$ cat src/rtl/tilelink_ul_master_if.sv
// TileLink-UL A/D channel bundle shared by the master and its slave.
// The master modport drives the A channel and d_ready; the slave modport
// drives a_ready and the D channel.
interface tilelink_ul_master_if #(
    parameter int TL_ADDR_WIDTH   = 64,
    parameter int TL_DATA_WIDTH   = 64,
    parameter int TL_STRB_WIDTH   = TL_DATA_WIDTH / 8,
    parameter int TL_SOURCE_WIDTH = 3,
    parameter int TL_SINK_WIDTH   = 3,
    parameter int TL_OPCODE_WIDTH = 3,
    parameter int TL_PARAM_WIDTH  = 3,
    parameter int TL_SIZE_WIDTH   = 8
);
    // A channel
    logic                       a_valid;
    logic                       a_ready;
    logic [TL_OPCODE_WIDTH-1:0] a_opcode;
    logic [TL_PARAM_WIDTH-1:0]  a_param;
    logic [TL_ADDR_WIDTH-1:0]   a_address;
    logic [TL_SIZE_WIDTH-1:0]   a_size;
    logic [TL_STRB_WIDTH-1:0]   a_mask;
    logic [TL_DATA_WIDTH-1:0]   a_data;
    logic [TL_SOURCE_WIDTH-1:0] a_source;

    // D channel
    logic                       d_valid;
    logic                       d_ready;
    logic [TL_OPCODE_WIDTH-1:0] d_opcode;
    logic [TL_PARAM_WIDTH-1:0]  d_param;
    logic [TL_SIZE_WIDTH-1:0]   d_size;
    logic [TL_SINK_WIDTH-1:0]   d_sink;
    logic [TL_SOURCE_WIDTH-1:0] d_source;
    logic [TL_DATA_WIDTH-1:0]   d_data;
    logic                       d_error;

    modport master (
        output a_valid, a_opcode, a_param, a_address, a_size, a_mask, a_data, a_source,
        input  a_ready,
        input  d_valid, d_opcode, d_param, d_size, d_sink, d_source, d_data, d_error,
        output d_ready
    );

    modport slave (
        input  a_valid, a_opcode, a_param, a_address, a_size, a_mask, a_data, a_source,
        output a_ready,
        output d_valid, d_opcode, d_param, d_size, d_sink, d_source, d_data, d_error,
        input  d_ready
    );
endinterface

$ cat src/rtl/tilelink_ul_master.sv
// TileLink-UL master: turns a local request/response port into one A beat
// and one D beat at a time. Source IDs roll 0..2^W-1 per completed request.
// Optional D-wait timeout is built when TL_MASTER_TIMEOUT_EN is defined;
// without it the master waits for the D response indefinitely.
module tilelink_ul_master #(
    parameter int TL_ADDR_WIDTH   = 64,
    parameter int TL_DATA_WIDTH   = 64,
    parameter int TL_STRB_WIDTH   = TL_DATA_WIDTH / 8,
    parameter int TL_SOURCE_WIDTH = 3,
    parameter int TL_SINK_WIDTH   = 3,
    parameter int TL_OPCODE_WIDTH = 3,
    parameter int TL_PARAM_WIDTH  = 3,
    parameter int TL_SIZE_WIDTH   = 8,
    parameter int TIMEOUT_CYCLES  = 256
) (
    input  logic                     clk,
    input  logic                     rst,
    // local request
    input  logic                     req_valid,
    output logic                     req_ready,
    input  logic                     req_write,
    input  logic [TL_ADDR_WIDTH-1:0] req_addr,
    input  logic [TL_SIZE_WIDTH-1:0] req_size,
    input  logic [TL_STRB_WIDTH-1:0] req_mask,
    input  logic [TL_DATA_WIDTH-1:0] req_wdata,
    // local response
    output logic                     rsp_valid,
    input  logic                     rsp_ready,
    output logic [TL_DATA_WIDTH-1:0] rsp_rdata,
    output logic                     rsp_error,
    // TileLink A/D channels
    tilelink_ul_master_if.master     tl
);
    localparam logic [TL_OPCODE_WIDTH-1:0] OP_PUT_FULL    = TL_OPCODE_WIDTH'(0);
    localparam logic [TL_OPCODE_WIDTH-1:0] OP_PUT_PARTIAL = TL_OPCODE_WIDTH'(1);
    localparam logic [TL_OPCODE_WIDTH-1:0] OP_GET         = TL_OPCODE_WIDTH'(4);
    localparam logic [TL_OPCODE_WIDTH-1:0] OP_ACK         = TL_OPCODE_WIDTH'(0);
    localparam logic [TL_OPCODE_WIDTH-1:0] OP_ACK_DATA    = TL_OPCODE_WIDTH'(1);
    // Largest transfer that fits in one data beat.
    localparam logic [TL_SIZE_WIDTH-1:0]   MAX_SIZE       = TL_SIZE_WIDTH'($clog2(TL_STRB_WIDTH));

    typedef enum logic [1:0] {
        S_IDLE   = 2'd0,
        S_A_SEND = 2'd1,
        S_D_WAIT = 2'd2,
        S_RESP   = 2'd3
    } state_t;

    state_t                     state_q;
    logic                       a_valid_q;
    logic [TL_OPCODE_WIDTH-1:0] a_opcode_q;
    logic [TL_PARAM_WIDTH-1:0]  a_param_q;
    logic [TL_ADDR_WIDTH-1:0]   a_address_q;
    logic [TL_SIZE_WIDTH-1:0]   a_size_q;
    logic [TL_STRB_WIDTH-1:0]   a_mask_q;
    logic [TL_DATA_WIDTH-1:0]   a_data_q;
    logic [TL_SOURCE_WIDTH-1:0] a_source_q;
    logic [TL_SOURCE_WIDTH-1:0] src_cnt_q;
    logic                       d_ready_q;
    logic                       rsp_valid_q;
    logic                       rsp_error_q;
    logic [TL_DATA_WIDTH-1:0]   rsp_rdata_q;

`ifdef TL_MASTER_TIMEOUT_EN
    localparam int TMO_W = $clog2(TIMEOUT_CYCLES + 1);
    logic [TMO_W-1:0] tmo_q;
`endif

    logic                       is_get;
    logic [TL_OPCODE_WIDTH-1:0] exp_d_opcode;
    logic                       d_resp_bad;

    // Response checks against the request currently in flight.
    assign is_get       = (a_opcode_q == OP_GET);
    assign exp_d_opcode = is_get ? OP_ACK_DATA : OP_ACK;
    assign d_resp_bad   = tl.d_error
                        | (tl.d_source != a_source_q)
                        | (tl.d_opcode != exp_d_opcode);

    assign req_ready    = (state_q == S_IDLE);
    assign rsp_valid    = rsp_valid_q;
    assign rsp_rdata    = rsp_rdata_q;
    assign rsp_error    = rsp_error_q;

    assign tl.a_valid   = a_valid_q;
    assign tl.a_opcode  = a_opcode_q;
    assign tl.a_param   = a_param_q;
    assign tl.a_address = a_address_q;
    assign tl.a_size    = a_size_q;
    assign tl.a_mask    = a_mask_q;
    assign tl.a_data    = a_data_q;
    assign tl.a_source  = a_source_q;
    assign tl.d_ready   = d_ready_q;

    // Transaction FSM with all channel outputs registered.
    always_ff @(posedge clk or negedge rst) begin
        if (!rst) begin
            state_q     <= S_IDLE;
            a_valid_q   <= 1'b0;
            a_opcode_q  <= '0;
            a_param_q   <= '0;
            a_address_q <= '0;
            a_size_q    <= '0;
            a_mask_q    <= '0;
            a_data_q    <= '0;
            a_source_q  <= '0;
            src_cnt_q   <= '0;
            d_ready_q   <= 1'b0;
            rsp_valid_q <= 1'b0;
            rsp_error_q <= 1'b0;
            rsp_rdata_q <= '0;
`ifdef TL_MASTER_TIMEOUT_EN
            tmo_q       <= '0;
`endif
        end else begin
            case (state_q)
                S_IDLE: begin
                    if (req_valid) begin
                        a_opcode_q  <= !req_write ? OP_GET
                                     : (&req_mask ? OP_PUT_FULL : OP_PUT_PARTIAL);
                        a_param_q   <= '0;
                        a_address_q <= req_addr;
                        a_size_q    <= req_size;
                        a_mask_q    <= req_mask;
                        a_data_q    <= req_write ? req_wdata : '0;
                        a_source_q  <= src_cnt_q;
                        if (req_size > MAX_SIZE) begin
                            // Oversized: answer locally with an error, no A beat.
                            rsp_valid_q <= 1'b1;
                            rsp_error_q <= 1'b1;
                            rsp_rdata_q <= '0;
                            state_q     <= S_RESP;
                        end else begin
                            a_valid_q <= 1'b1;
                            state_q   <= S_A_SEND;
                        end
                    end
                end
                S_A_SEND: begin
                    if (tl.a_ready) begin
                        a_valid_q <= 1'b0;
                        d_ready_q <= 1'b1;
                        state_q   <= S_D_WAIT;
`ifdef TL_MASTER_TIMEOUT_EN
                        tmo_q     <= '0;
`endif
                    end
                end
                S_D_WAIT: begin
                    // A response arriving on the expiry cycle still wins.
                    if (tl.d_valid) begin
                        d_ready_q   <= 1'b0;
                        rsp_valid_q <= 1'b1;
                        rsp_error_q <= d_resp_bad;
                        rsp_rdata_q <= is_get ? tl.d_data : '0;
                        state_q     <= S_RESP;
                    end
`ifdef TL_MASTER_TIMEOUT_EN
                    else if (tmo_q == TMO_W'(TIMEOUT_CYCLES - 1)) begin
                        d_ready_q   <= 1'b0;
                        rsp_valid_q <= 1'b1;
                        rsp_error_q <= 1'b1;
                        rsp_rdata_q <= '0;
                        state_q     <= S_RESP;
                    end else begin
                        tmo_q <= tmo_q + 1'b1;
                    end
`endif
                end
                S_RESP: begin
                    if (rsp_ready) begin
                        rsp_valid_q <= 1'b0;
                        rsp_error_q <= 1'b0;
                        src_cnt_q   <= src_cnt_q + 1'b1;
                        state_q     <= S_IDLE;
                    end
                end
                default: state_q <= S_IDLE;
            endcase
        end
    end
endmodule

$ cat src/flat_wrapper.sv
// flat-port wrapper written by rule: the top's interface ports become plain ports
module tilelink_ul_master_flat 
#(
    parameter int TL_ADDR_WIDTH   = 64,
    parameter int TL_DATA_WIDTH   = 64,
    parameter int TL_STRB_WIDTH   = TL_DATA_WIDTH / 8,
    parameter int TL_SOURCE_WIDTH = 3,
    parameter int TL_SINK_WIDTH   = 3,
    parameter int TL_OPCODE_WIDTH = 3,
    parameter int TL_PARAM_WIDTH  = 3,
    parameter int TL_SIZE_WIDTH   = 8,
    parameter int TIMEOUT_CYCLES  = 256
)
  (clk, rst, req_valid, req_ready, req_write, req_addr, req_size, req_mask, req_wdata, rsp_valid, rsp_ready, rsp_rdata, rsp_error, tl_a_valid, tl_a_opcode, tl_a_param, tl_a_address, tl_a_size, tl_a_mask, tl_a_data, tl_a_source, tl_a_ready, tl_d_valid, tl_d_opcode, tl_d_param, tl_d_size, tl_d_sink, tl_d_source, tl_d_data, tl_d_error, tl_d_ready);
  tilelink_ul_master_if #(.TL_ADDR_WIDTH(TL_ADDR_WIDTH), .TL_DATA_WIDTH(TL_DATA_WIDTH), .TL_STRB_WIDTH(TL_STRB_WIDTH), .TL_SOURCE_WIDTH(TL_SOURCE_WIDTH), .TL_SINK_WIDTH(TL_SINK_WIDTH), .TL_OPCODE_WIDTH(TL_OPCODE_WIDTH), .TL_PARAM_WIDTH(TL_PARAM_WIDTH), .TL_SIZE_WIDTH(TL_SIZE_WIDTH)) tl_i ();
  input  logic clk;
  input  logic rst;
  input  logic req_valid;
  output logic req_ready;
  input  logic req_write;
  input  logic [TL_ADDR_WIDTH-1:0] req_addr;
  input  logic [TL_SIZE_WIDTH-1:0] req_size;
  input  logic [TL_STRB_WIDTH-1:0] req_mask;
  input  logic [TL_DATA_WIDTH-1:0] req_wdata;
  output logic rsp_valid;
  input  logic rsp_ready;
  output logic [TL_DATA_WIDTH-1:0] rsp_rdata;
  output logic rsp_error;
  output wire logic [$bits(tl_i.a_valid)-1:0] tl_a_valid;
  output wire logic [$bits(tl_i.a_opcode)-1:0] tl_a_opcode;
  output wire logic [$bits(tl_i.a_param)-1:0] tl_a_param;
  output wire logic [$bits(tl_i.a_address)-1:0] tl_a_address;
  output wire logic [$bits(tl_i.a_size)-1:0] tl_a_size;
  output wire logic [$bits(tl_i.a_mask)-1:0] tl_a_mask;
  output wire logic [$bits(tl_i.a_data)-1:0] tl_a_data;
  output wire logic [$bits(tl_i.a_source)-1:0] tl_a_source;
  input wire logic [$bits(tl_i.a_ready)-1:0] tl_a_ready;
  input wire logic [$bits(tl_i.d_valid)-1:0] tl_d_valid;
  input wire logic [$bits(tl_i.d_opcode)-1:0] tl_d_opcode;
  input wire logic [$bits(tl_i.d_param)-1:0] tl_d_param;
  input wire logic [$bits(tl_i.d_size)-1:0] tl_d_size;
  input wire logic [$bits(tl_i.d_sink)-1:0] tl_d_sink;
  input wire logic [$bits(tl_i.d_source)-1:0] tl_d_source;
  input wire logic [$bits(tl_i.d_data)-1:0] tl_d_data;
  input wire logic [$bits(tl_i.d_error)-1:0] tl_d_error;
  output wire logic [$bits(tl_i.d_ready)-1:0] tl_d_ready;
  assign tl_a_valid = tl_i.a_valid;
  assign tl_a_opcode = tl_i.a_opcode;
  assign tl_a_param = tl_i.a_param;
  assign tl_a_address = tl_i.a_address;
  assign tl_a_size = tl_i.a_size;
  assign tl_a_mask = tl_i.a_mask;
  assign tl_a_data = tl_i.a_data;
  assign tl_a_source = tl_i.a_source;
  assign tl_i.a_ready = tl_a_ready;
  assign tl_i.d_valid = tl_d_valid;
  assign tl_i.d_opcode = tl_d_opcode;
  assign tl_i.d_param = tl_d_param;
  assign tl_i.d_size = tl_d_size;
  assign tl_i.d_sink = tl_d_sink;
  assign tl_i.d_source = tl_d_source;
  assign tl_i.d_data = tl_d_data;
  assign tl_i.d_error = tl_d_error;
  assign tl_d_ready = tl_i.d_ready;
  tilelink_ul_master #(.TL_ADDR_WIDTH(TL_ADDR_WIDTH), .TL_DATA_WIDTH(TL_DATA_WIDTH), .TL_STRB_WIDTH(TL_STRB_WIDTH), .TL_SOURCE_WIDTH(TL_SOURCE_WIDTH), .TL_SINK_WIDTH(TL_SINK_WIDTH), .TL_OPCODE_WIDTH(TL_OPCODE_WIDTH), .TL_PARAM_WIDTH(TL_PARAM_WIDTH), .TL_SIZE_WIDTH(TL_SIZE_WIDTH), .TIMEOUT_CYCLES(TIMEOUT_CYCLES)) u_core (.clk(clk), .rst(rst), .req_valid(req_valid), .req_ready(req_ready), .req_write(req_write), .req_addr(req_addr), .req_size(req_size), .req_mask(req_mask), .req_wdata(req_wdata), .rsp_valid(rsp_valid), .rsp_ready(rsp_ready), .rsp_rdata(rsp_rdata), .rsp_error(rsp_error), .tl(tl_i));
endmodule
$ cat config.mk
export PLATFORM = sky130hd
export DESIGN_NAME = tilelink_ul_master_flat
export DESIGN_NICKNAME = d
export VERILOG_FILES = /design/src/rtl/tilelink_ul_master_if.sv /design/src/rtl/tilelink_ul_master.sv /design/src/flat_wrapper.sv
export SDC_FILE = /design/constraint.sdc
export NUM_CORES = 1
export LEC_CHECK = 0
export ABC_AREA = 1
export CAP_MARGIN = 10
export CELL_PAD_IN_SITES_DETAIL_PLACEMENT = 2
export CELL_PAD_IN_SITES_GLOBAL_PLACEMENT = 2
export CORE_AREA = 2 2 210 191
export CTS_CLUSTER_DIAMETER = 30
export DETAILED_ROUTE_END_ITERATION = 10
export DIE_AREA = 0 0 212 193
export HOLD_SLACK_MARGIN = 0.15
export PLACE_DENSITY = 0.95
export SYNTH_ARGS = -nofsm -noshare
export SYNTH_HDL_FRONTEND = slang
export SYNTH_SLANG_ARGS = --single-unit
$ cat constraint.sdc
create_clock -name clk -period 3 [get_ports clk]
set_clock_uncertainty 0.05 [all_clocks]
set_input_delay 0.45 -clock clk [delete_from_list [all_inputs] [get_ports clk]]
set_output_delay 0.45 -clock clk [all_outputs]
set_load 0.1 [all_outputs]
# Word-level counts from Yosys, hierarchy flattened
# Index checks and enable logic that the tools add are counted.
# totals
input_bits,236
out_inout_bits,222
elab_cells,71
regBits,223
# op_classes
muxes,29
n_bitwise,2
addsub,1
order_cmp,1
n_eq_ne,12
n_reduce_logical,13
# ops
op,count
64-bit two-way mux,5
64-bit one-hot mux with 2 select lines,1
1-bit two-way mux,12
4-bit AND reduction,3
2-bit two-way mux,5
2-bit != test (second input constant),5
8-bit by 2-bit > comparator with 1-bit output (second input constant),1
2-bit one-hot mux with 4 select lines,1
8-bit AND reduction,1
3-bit != test,2
1-bit one-hot mux with 3 select lines,2
2-bit nonzero test,3
5-bit AND reduction,1
2-bit == test (second input constant),2
1-bit one-hot mux with 2 select lines,2
2-bit AND reduction,2
3-bit by 1-bit adder with 3-bit output (second input constant),1
3-bit == test (second input constant),1
3-bit two-way mux,1
3-bit AND reduction,1
3-bit nonzero test,1
2-bit by 1-bit == test with 1-bit output (second input constant),1
2-bit zero test,1
2-bit by 1-bit != test with 1-bit output (second input constant),1
1-bit bitwise OR,2

# Depth between registers and ports, before layout
# depth
depth_word,6
mapped_depth,11
depth_no_buf,10

# Least setup slack after synthesis
# Ideal clock, no wire load.
# synth_timing
path_kind,flip-flop to flip-flop
startpoint,register u_core.state_q[0]
endpoint,"register u_core.a_data_q[57], in the netlist u_core.tl.a_data[57]"
period_less_slack_ns,2.431
setup_ns,0.122
arrival_ns,2.260
path_buffers,2
slack_ns,0.569
stages_incl_launch_ff,7
path_cell_list,dfrtp_1 -> inv_1 -> ha_1 -> nand2_1 -> clkbuf_1 -> buf_2 -> a22o_1
# synth_via
elab_chain_len,2
# synth_lines
item,line,rtl
start: declaration,tilelink_ul_master.sv:49,state_t state_q;
start signal: assignment,tilelink_ul_master.sv:98,state_q <= S_IDLE;
start signal: assignment,tilelink_ul_master.sv:132,state_q <= S_RESP;
start signal: assignment,tilelink_ul_master.sv:135,state_q <= S_A_SEND;
2-bit zero test,--,
via req_ready,flat_wrapper.sv:19,output logic req_ready;
2-bit AND reduction (no source line),--,
end signal: assignment,tilelink_ul_master.sv:125,a_data_q <= req_write ? req_wdata : '0;
end: declaration,tilelink_ul_master.sv:56,logic [TL_DATA_WIDTH-1:0] a_data_q;
# The timed path passes the listed nets, and every way through them passes these cells.
# A chain may end at the register's enable or synchronous reset.

# Worst setup path in the final report
# layout_timing
startpoint,register u_core.state_q[1]
endpoint,output port req_ready
# layout_via
elab_chain_len,1
# layout_lines
item,line,rtl
2-bit zero test,tilelink_ul_master.sv:80,assign req_ready = (state_q == S_IDLE);
end: declaration,flat_wrapper.sv:19,
# Every way passes these cells.

==> impl_metrics.prom <==
# TYPE chip_impl_metric gauge
chip_impl_info{name="synth-main-ff-cell",value="sky130_fd_sc_hd__dfrtp_1"} 1
chip_impl_metric{name="numClockSinks",unit=""} 222
chip_impl_metric{name="post-cts-setup-buffers",unit=""} 0
chip_impl_metric{name="dieHeight",unit="um"} 193
chip_impl_info{name="final_common_cell",value="sky130_fd_sc_hd__nand2_1"} 1
chip_impl_metric{name="antenna_found_initial",unit=""} 4
chip_impl_metric{name="later_pin_clock_latency_in_the_skew_report",unit="ns"} 0.59
chip_impl_metric{name="drtAntennaViolNets",unit=""} 0
chip_impl_metric{name="cts.htree.levels",unit=""} 2
chip_impl_metric{name="maxCapViolations",unit=""} 0
chip_impl_metric{name="remaining_drc_errors",unit=""} 0
chip_impl_metric{name="routed-via-count",unit=""} 9301
chip_impl_metric{name="yosysWarnings",unit=""} 0
chip_impl_metric{name="fmax",unit="MHz"} 423.2
chip_impl_metric{name="synth-async-reset-ratio",unit=""} 1.000
chip_impl_metric{name="die_width",unit="um"} 212
chip_impl_info{name="mostFrequentLayoutCells",value="sky130_fd_sc_hd__nand2_1, sky130_fd_sc_hd__buf_4, sky130_fd_sc_hd__dfrtp_1, sky130_fd_sc_hd__clkdlybuf4s50_1, sky130_fd_sc_hd__inv_1"} 1
chip_impl_metric{name="setup_viol",unit=""} 0
chip_impl_info{name="reg2reg_to",value="u_core.rsp_valid"} 1
chip_impl_metric{name="proportion_of_layout_cells_with_a_drive_suffix_above_1",unit=""} 0.2216
chip_impl_info{name="timing.rr.start",value="u_core.state_q[0]"} 1
chip_impl_metric{name="pin_count",unit=""} 458
chip_impl_metric{name="first_iter_violations",unit=""} 457
chip_impl_metric{name="fillers",unit=""} 4200
chip_impl_metric{name="synth_cell_types",unit=""} 26
chip_impl_metric{name="min_delay_path_depth",unit=""} 3
chip_impl_metric{name="slew_hr",unit=""} 0.5113
chip_impl_metric{name="routabilityCongestion",unit=""} 0.7666
chip_impl_metric{name="final.setup.tns",unit="ns"} 0
chip_impl_metric{name="synth_edf_count",unit=""} 0
chip_impl_metric{name="rr_worst_depth",unit=""} 8
chip_impl_info{name="end_kind",value="primary output"} 1
chip_impl_metric{name="post_synth_instance_area",unit="sq um"} 9180
chip_impl_metric{name="crit_path_max_fanout",unit=""} 7
chip_impl_metric{name="finalNetCount",unit=""} 1712
chip_impl_metric{name="worst-endpoint-required",unit="ns"} 2.50
chip_impl_metric{name="synth_cells",unit=""} 1018
chip_impl_info{name="tritoncts",value="built"} 1
chip_impl_info{name="end_of_the_worst_hold_path",value="u_core.tl.a_address[33]"} 1
chip_impl_info{name="outcome",value="finished clean"} 1
chip_impl_metric{name="dp.final_hpwl",unit="mm"} 28.98
chip_impl_info{name="cts.root.buffer_cell",value="sky130_fd_sc_hd__clkbuf_16"} 1
chip_impl_info{name="hold_path_startpoint",value="req_addr[33]"} 1
chip_impl_metric{name="die-area",unit="sq um"} 40920
chip_impl_metric{name="synth.yosys.seq_area_share",unit=""} 0.6052
chip_impl_metric{name="final_critical_path_time_including_i_o_delays_and_setup",unit="ns"} 2.363
chip_impl_metric{name="via_count_of_the_first_global_routing_pass",unit=""} 10731
chip_impl_metric{name="syn_to_final_growth",unit="%"} 70.27
chip_impl_metric{name="crit_path_max_incr_delay",unit="ns"} 0.42
chip_impl_info{name="start_kind",value="register"} 1
chip_impl_info{name="timing.critical_path.cells",value="inv_1 -> ha_1 -> buf_4"} 1
chip_impl_metric{name="hold_fails_final_rpt",unit=""} 0
chip_impl_metric{name="routedWlPerCell",unit="um"} 21.43
chip_impl_metric{name="pin_count_of_the_biggest_net_entering_global_routing",unit=""} 149
chip_impl_metric{name="critical_path_arrival",unit="ns"} 1.86
chip_impl_metric{name="synth.avg_cell_area",unit="sq um"} 9.018
chip_impl_metric{name="core-area",unit="sq um"} 38940
chip_impl_metric{name="port_buffers",unit=""} 439
chip_impl_metric{name="cts_inserted_buffers",unit=""} 59
chip_impl_metric{name="placement_rows",unit=""} 69
chip_impl_metric{name="timing.final.crit_share",unit=""} 0.7877
chip_impl_info{name="unrepaired_setup_endpoints_after_global_routing",value="no"} 1
chip_impl_info{name="cpMaxStageDelayCell",value="sky130_fd_sc_hd__dfrtp_1"} 1
chip_impl_metric{name="worst_setup_hold_path_clk_slew",unit="ns"} 0.05
chip_impl_metric{name="gr-usage-all-layers",unit=""} 0.2117
chip_impl_metric{name="cts_buffer_depth",unit=""} 3
chip_impl_metric{name="ys_ff_latch",unit=""} 222
chip_impl_metric{name="r2r_slack",unit="ns"} 0.66
chip_impl_info{name="setup.worst_path.class",value="register to primary output"} 1
chip_impl_metric{name="post_drt_via_cell_ratio",unit=""} 4.533
chip_impl_metric{name="grt_pass1_wl",unit="mm"} 65.43
chip_impl_metric{name="maxSlewViolCount",unit=""} 0
chip_impl_info{name="hold_removal_path_class",value="primary input to register"} 1
chip_impl_metric{name="first_pass_iteration_count_of_the_detailed_router",unit=""} 5
chip_impl_metric{name="initial_cell_density_of_the_core",unit=""} 0.2358
chip_impl_metric{name="totalWireLength",unit="mm"} 43.98
chip_impl_metric{name="pin_slew_with_the_least_headroom_to_its_limit",unit="ns"} 0.7331
chip_impl_metric{name="globalRouteOverflowTotal",unit=""} 0
==> critical path, delay by kind of cell, from the launching register on <==
kind,cells,cell delay (ns)
buf+inv,2,0.50
fa+ha+maj,1,0.37
flops,1,0.42
==> cell type report <==
class                      count  area [sq um]  area share
antenna                        4         10.01   0.0006404
clock buffer                  81          1659      0.1061
clock inverter                26         406.6     0.02601
inverter                      88         330.3     0.02113
multi-input combinational    646          2968      0.1899
sequential                   222          5555      0.3554
tap                          532         665.6     0.04258
timing repair buffer         453          4036      0.2582
==> Yosys cell counts (2+ instances only) <==
master,count,share of area
sky130_fd_sc_hd__buf_2,31,0.017
sky130_fd_sc_hd__inv_2,2,0.00082
sky130_fd_sc_hd__buf_6,3,0.0037
sky130_fd_sc_hd__xor2_1,2,0.0019
sky130_fd_sc_hd__clkbuf_1,11,0.0045
sky130_fd_sc_hd__o21ai_0,6,0.0033
sky130_fd_sc_hd__inv_1,86,0.035
sky130_fd_sc_hd__ha_1,6,0.0082
sky130_fd_sc_hd__o21ai_1,67,0.037
sky130_fd_sc_hd__buf_4,14,0.011
sky130_fd_sc_hd__nand2_1,402,0.16
sky130_fd_sc_hd__nand3_1,7,0.0038
sky130_fd_sc_hd__nor2_1,77,0.031
sky130_fd_sc_hd__nand4_1,3,0.0020
sky130_fd_sc_hd__dfrtp_1,222,0.61
sky130_fd_sc_hd__a22o_1,64,0.061
sky130_fd_sc_hd__buf_1,6,0.0025
==> worst max-delay path by stage <==
stage | depth (start not counted) | to | from
2_1_floorplan | 6 | u_core.tl.a_data[57] | u_core.state_q[0]
3_3_place_gp | 8 | u_core.rsp_rdata[41] | req_size[7]
3_5_place_dp | 8 | u_core.rsp_rdata[32] | req_size[6]
4_1_cts | 3 | req_ready | u_core.state_q[1]
5_1_grt | 8 | u_core.rsp_valid | u_core.state_q[0]
6_report | 3 | req_ready | u_core.state_q[1]
==> per-stage QoR <==
step | setup WS, ns | hold WS (ns) | util | std cells | instance area [sq um]
global placement | 0.7371 | 0.4146 | 0.3479 | 1940 | 13550
finish | 0.6370 | 0.3608 | 0.4015 | 2052 | 15630
detailed placement | 0.6164 | 0.4253 | 0.3479 | 1940 | 13550
CTS | 0.5496 | 0.3188 | 0.4012 | 2048 | 15620
floorplan | 0.5686 | 0.1044 | - | 1021 | 9191
global route | 0.4471 | 0.3520 | 0.4015 | 2052 | 15630
==> cell families (layout without fill, tap and decap cells) <==
kind of cell | Yosys count | in the layout | share of synthesized area
AOI/OAI and AO/OA | 140 | 140 | 0.1033
xor gates and xnor gates | 2 | 2 | 0.001908
adders and majority gates | 6 | 6 | 0.008178
buffers and inverters | 153 | 648 | 0.07496
DFF | 222 | 222 | 0.6052
muxes | 2 | 2 | 0.002317
other | 1 | 8 | 0.0004085
and+or+nand+nor | 492 | 492 | 0.2038
==> state kept, by name (all words and copies together) (netlist names) <==
name                 cells
u_core.rsp_error         1
u_core.rsp_rdata        64
u_core.rsp_valid         1
u_core.src_cnt_q         3
u_core.state_q           2
u_core.tl.a_address     64
u_core.tl.a_data        64
u_core.tl.a_mask         8
u_core.tl.a_opcode       2
u_core.tl.a_size         8
u_core.tl.a_source       3
u_core.tl.a_valid        1
u_core.tl.d_ready        1
==> per-layer routing <==
metal | global-route usage | part of all wire | vias to the layer above
met1 | 0.2166 | 0.36 | 4704
met2 | 0.3888 | 0.53 | 353
met3 | 0.05458 | 0.058 | 139
met5 | 0 | 0 | -
met4 | 0.1292 | 0.059 | 0
li1 | - | - | 4105
==> timing repair <==
item,in CTS,in global routing
hold buffers,1,0
gates resized for setup,0,0
hold endpoints to repair,82,0
Power is not shown: default switching activity piles up to over one toggle a cycle in this logic, so the estimate is an artifact.
